===== config.mk =====
export PLATFORM = sky130hd
export DESIGN_NAME = layer_sequencer
export DESIGN_NICKNAME = d
export VERILOG_FILES = /design/src/rtl/layer_sequencer.sv
export SDC_FILE = /design/constraint.sdc
export NUM_CORES = 1
export LEC_CHECK = 0
export ABC_CLOCK_PERIOD_IN_PS = 2500
export CAP_MARGIN = 25
export CORE_ASPECT_RATIO = 1.75
export CORE_MARGIN = 1.5
export CORE_UTILIZATION = 49
export DETAILED_ROUTE_END_ITERATION = 7
export PLACE_DENSITY = 0.77
export REMOVE_ABC_BUFFERS = 1
export SYNTH_ARGS = -nofsm -noshare
export SYNTH_HDL_FRONTEND = slang
export SYNTH_SLANG_ARGS = --single-unit
export TNS_END_PERCENT = 100

===== constraint.sdc =====
create_clock -name clk -period 2.5 [get_ports clk]
set_input_delay 0.25 -clock clk [delete_from_list [all_inputs] [get_ports clk]]
set_output_delay 0.25 -clock clk [all_outputs]
set_load 0.01 [all_outputs]

===== src/rtl/layer_sequencer.sv =====
// Per-layer loop over output channel groups: configures conv_controller one group
// at a time, issues go, and paces groups on pixel-source readiness and output flush.
`timescale 1ns/1ps
module layer_sequencer #(
    parameter int WT_ADDR_WIDTH   = 12,
    parameter int BIAS_ADDR_WIDTH = 7,
    parameter int CI_WIDTH        = 10
) (
    input  logic                       clk,
    input  logic                       rst,
    input  logic                       start,
    input  logic [CI_WIDTH-1:0]        cfg_ci_groups,
    input  logic [BIAS_ADDR_WIDTH:0]   cfg_co_groups,
    input  logic [BIAS_ADDR_WIDTH-1:0] cfg_og_base,
    input  logic [WT_ADDR_WIDTH-1:0]   cfg_wt_base,
    output logic                       busy,
    output logic                       layer_done,
    output logic                       cfg_err,
    output logic [CI_WIDTH-1:0]        conv_ci_groups,
    output logic [BIAS_ADDR_WIDTH-1:0] conv_output_group,
    output logic [WT_ADDR_WIDTH-1:0]   conv_wt_base_addr,
    output logic                       conv_go,
    input  logic                       conv_done,
    output logic                       src_restart,
    input  logic                       src_ready,
    input  logic                       out_flush_done,
    output logic [BIAS_ADDR_WIDTH:0]   og_index
);

    typedef enum logic [2:0] {IDLE, ISSUE, RUN, FLUSH, NEXT, FIN} state_t;

    state_t                     state_reg;
    logic [BIAS_ADDR_WIDTH:0]   co_groups_reg;
    logic                       err_reg;
    logic                       flush_seen_reg;
    logic [BIAS_ADDR_WIDTH:0]   og_index_next;

    assign og_index_next = og_index + 1'b1;

    always_ff @(posedge clk) begin
        if (rst) begin
            state_reg         <= IDLE;
            co_groups_reg     <= '0;
            err_reg           <= 1'b0;
            flush_seen_reg    <= 1'b0;
            busy              <= 1'b0;
            layer_done        <= 1'b0;
            cfg_err           <= 1'b0;
            conv_go           <= 1'b0;
            src_restart       <= 1'b0;
            conv_ci_groups    <= '0;
            conv_output_group <= '0;
            conv_wt_base_addr <= '0;
            og_index          <= '0;
        end else begin
            conv_go     <= 1'b0;
            src_restart <= 1'b0;
            layer_done  <= 1'b0;
            cfg_err     <= 1'b0;

            case (state_reg)
                IDLE: begin
                    flush_seen_reg <= 1'b0;
                    if (start) begin
                        busy          <= 1'b1;
                        co_groups_reg <= cfg_co_groups;
                        if (cfg_co_groups == '0 || cfg_ci_groups == '0) begin
                            err_reg   <= 1'b1;
                            state_reg <= FIN;
                        end else begin
                            err_reg           <= 1'b0;
                            conv_ci_groups    <= cfg_ci_groups;
                            conv_output_group <= cfg_og_base;
                            conv_wt_base_addr <= cfg_wt_base;
                            og_index          <= '0;
                            state_reg         <= ISSUE;
                        end
                    end
                end

                ISSUE: begin
                    if (src_ready) begin
                        conv_go     <= 1'b1;
                        src_restart <= 1'b1;
                        state_reg   <= RUN;
                    end
                end

                RUN: begin
                    // The writer may finish before or alongside done; remember it.
                    if (out_flush_done)
                        flush_seen_reg <= 1'b1;
                    if (conv_done)
                        state_reg <= FLUSH;
                end

                FLUSH: begin
                    if (flush_seen_reg || out_flush_done) begin
                        flush_seen_reg <= 1'b0;
                        state_reg      <= NEXT;
                    end
                end

                NEXT: begin
                    og_index          <= og_index_next;
                    conv_output_group <= conv_output_group + 1'b1;
                    conv_wt_base_addr <= conv_wt_base_addr + WT_ADDR_WIDTH'(conv_ci_groups);
                    state_reg         <= (og_index_next == co_groups_reg) ? FIN : ISSUE;
                end

                FIN: begin
                    layer_done <= 1'b1;
                    cfg_err    <= err_reg;
                    err_reg    <= 1'b0;
                    busy       <= 1'b0;
                    state_reg  <= IDLE;
                end

                default: state_reg <= IDLE;
            endcase
        end
    end

endmodule


==> impl_metrics.env <==
export IMPL_outcome="finished, final reports clean"
export IMPL_cts_setup_buffers=0
export IMPL_wl_per_cell_microns=16.08
export IMPL_die_w_microns=63.69
export IMPL_cts_sinks=54
export IMPL_numCtsBuffers=5
export IMPL_slew_headroom_pct=55.94
export IMPL_cts_hold_buffers_added=0
export IMPL_final_common_cell="clkdlybuf4s50_1"
export IMPL_cts_tree="built"
export IMPL_maxCapViolations=0
export IMPL_yosysWarningCount=0
export IMPL_clk_latency_ns=0.32
export IMPL_grt_overflow=0
export IMPL_tightest_slew_ns=0.6608
export IMPL_placed_cell_area_sq_um=4119
export IMPL_grt_pass1_wl_mm=14.55
export IMPL_synth_cells=401
export IMPL_drc_errors=0
export IMPL_hold_end="state_reg[0]$_SDFFE_PP0P_"
export IMPL_top_register="conv_wt_base_addr"
export IMPL_stdcell_area_sq_um=4214
export IMPL_largest_reg_flops=12
export IMPL_grt_max_degree=57
export IMPL_synth_ff_type="dfxtp_1"
export IMPL_max_freq_ghz=0.4251
export IMPL_critical_path_arrival_ns=2.57
export IMPL_r2r_end="conv_wt_base_addr[8]$_SDFFE_PP0P_"
export IMPL_drv_slew=0
export IMPL_place_hpwl_mm=6.820
export IMPL_dieArea_sq_um=6954
export IMPL_synth_edf_count=0
export IMPL_crit_type="reg -> reg"
export IMPL_die_height_microns=109.2
export IMPL_ios=85
export IMPL_drtPass1Iterations=4
export IMPL_vias=3294
export IMPL_crit_required_ns=2.71
export IMPL_start_kind="flip-flop"
export IMPL_min_period_over_period_pct=94.09
export IMPL_r2r_start="conv_ci_groups[0]$_SDFFE_PP0P_"
export IMPL_hold_violations=0
export IMPL_crit_path_max_incr_delay_ns=0.40
export IMPL_drive_gt1_share_pct=8.075
export IMPL_async_flop_share_pct=0
export IMPL_place_ws_ns=0.1359
export IMPL_fin_util_pct=67.66
export IMPL_path_clk_slew_ns=0.10
export IMPL_top_regs="conv_wt_base_addr: 12 flops, conv_ci_groups: 10 flops"
export IMPL_synth_seq_cells=54
export IMPL_fin_crit_ns=2.352
export IMPL_grt_usage_pct=26.57
export IMPL_worstHoldStart="rst"
export IMPL_antenna_cells=0
export IMPL_powerDensity_nw_per_um2=490.6
export IMPL_fillCellCount=555
export IMPL_p_leak_uw=0.001707
export IMPL_reg2reg_slack_ns=0.15
export IMPL_crit_fanout=3
export IMPL_portBuffers=84
export IMPL_via_per_inst=5.851
export IMPL_end_kind="flip-flop"
export IMPL_start_util_pct=50.70
export IMPL_root_buffer="clkbuf_8"
export IMPL_layout_common_cells="83 x clkdlybuf4s50_1, 54 x dfxtp_1, 48 x nor2_1"
export IMPL_finalSetupViolCount=0
export IMPL_critPathLaunch="conv_ci_groups[0]$_SDFFE_PP0P_"
export IMPL_syn_avg_cell_area_sq_um=7.875
export IMPL_hp_class="in -> reg"
export IMPL_grt_pass1_vias=3212
export IMPL_antenna_found_initial=0
export IMPL_drt_iter0_markers=166
export IMPL_syn_area_sq_um=3158
export IMPL_tns_ns=0
export IMPL_worstHoldPathCells=3
export IMPL_ys_seq_area_share_pct=34.23
export IMPL_cp_top_family="compound AO/OA/AOI/OAI gates"
export IMPL_rows=38
export IMPL_routed_wl_mm=9.053
export IMPL_rr_worst_depth=7
export IMPL_setup_ws_ns=0.1477
export IMPL_drtAntennaViolNets=0
export IMPL_synthToLayoutAreaGrowth_pct=33.44
export IMPL_nNetsFinal=538
export IMPL_place_gp_congestion=0.9965
export IMPL_peakVddDrop_mv=0.4516
export IMPL_path_buf_inv=0
export IMPL_finalClockSkew_ns=0.009340
export IMPL_yosys_cell_types_count=62
export IMPL_path_cells="ha_1 > fa_1 > a211o_1 > a21o_1 > a2111oi_2 > o21ai_0 > a31o_2"
export IMPL_cts_buffer_depth=2
export IMPL_htree_num_levels=2
export IMPL_rsz0062_at_grt="no"
export IMPL_critPathSlowestCell="fa_1"
export IMPL_core_area_sq_um=6228
==> cell families (layout without fill, tap and decap cells) <==
family          count (synthesis)  count (layout)  share of synthesized area, %
compound gates                117             117                         23.73
simple gates                  166             166                         26.39
xor+xnor                       10              10                         2.773
buf+inv                        31             113                         4.319
mux                            10              10                         3.170
flops                          54              54                         34.23
fa+ha+maj                      13              13                         5.388
==> metrics by stage <==
| stage | hold slack (ns) | cells | power (uW) |
|---|---|---|---|
| 5_1_grt | 0.3183 | 563 | 2188 |
| 3_5_place_dp | 0.4532 | 555 | 1586 |
| 3_3_place_gp | 0.4536 | 555 | 1577 |
| 6_report | 0.3222 | 563 | 2068 |
| 2_1_floorplan | 0.3191 | 377 | 1282 |
| 4_1_cts | 0.3103 | 563 | 2078 |
==> worst reg2reg max path: stages, from the launching register on <==
cell and delay, ns:
dfxtp_1 0.35, ha_1 0.25, fa_1 0.40, a211o_1 0.31
a21o_1 0.20, a2111oi_2 0.39, o21ai_0 0.13, a31o_2 0.24
==> report_power, final <==
part / total [uW] / internal (uW) / switching [uW]
Sequential: 985 / 924 / 61.8
Combinational: 587 / 299 / 288
Clock: 495 / 197 / 298
Total: 2070 / 1420 / 648
==> Yosys cell counts, drive strengths merged, types with 4 or more instances <==
cell | count | area [sq um]
a211oi | 8 | 60.06
a21o | 5 | 37.54
a21oi | 44 | 224.0
a221oi | 4 | 35.03
and2 | 5 | 32.53
and3 | 6 | 38.79
buf | 11 | 61.31
clkbuf | 13 | 48.80
dfxtp | 54 | 1081
ha | 12 | 150.1
inv | 7 | 26.28
mux2i | 10 | 100.1
nand2 | 47 | 176.4
nand2b | 6 | 37.54
nand3 | 10 | 55.05
nand3b | 7 | 52.55
nor2 | 50 | 197.7
nor3 | 8 | 40.04
nor3b | 4 | 30.03
nor4 | 5 | 31.28
o21ai | 26 | 130.1
or3 | 5 | 32.53
xnor2 | 6 | 52.55
xor2 | 4 | 35.03
==> worst max-delay path by stage <==
stage | endpoint | slack [ns] | depth (start not counted)
final | conv_wt_base_addr[8]$_SDFFE_PP0P_ | 0.15 | 7
after global routing | conv_wt_base_addr[8]$_SDFFE_PP0P_ | 0.02 | 7
after CTS | conv_wt_base_addr[8]$_SDFFE_PP0P_ | 0.12 | 7
after detailed placement | conv_wt_base_addr[8]$_SDFFE_PP0P_ | 0.14 | 7
after global placement | conv_wt_base_addr[8]$_SDFFE_PP0P_ | 0.18 | 7
after floorplan | conv_wt_base_addr[9]$_SDFFE_PP0P_ | -0.56 | 4
==> routing by layer <==
| metal | global-route usage [%] | vias up | share of wire [%] |
|---|---|---|---|
| met2 | 52.26 | 94 | 56 |
| met5 | 0 | - | 0 |
| li1 | - | 1611 | - |
| met4 | 12.89 | 0 | 3.5 |
| met3 | 3.922 | 25 | 4.1 |
| met1 | 26.58 | 1564 | 36 |
==> what timing repair did <==
action                     in CTS  in global routing
setup endpoints to repair       0                  1
hold endpoints to repair        0                  0
gates resized for setup         0                  1
==> layout make-up <==
class | count | area, sq um | share of cell area (%)
clock inverter | 3 | 21.27 | 0.5048
inverter | 7 | 26.28 | 0.6235
multi-input combinational | 316 | 1951 | 46.29
tap | 80 | 100.1 | 2.375
timing repair buffer | 98 | 965.9 | 22.92
clock buffer | 5 | 68.82 | 1.633
sequential | 54 | 1081 | 25.65
No activity file was read; power rests on OpenSTA's default activity.
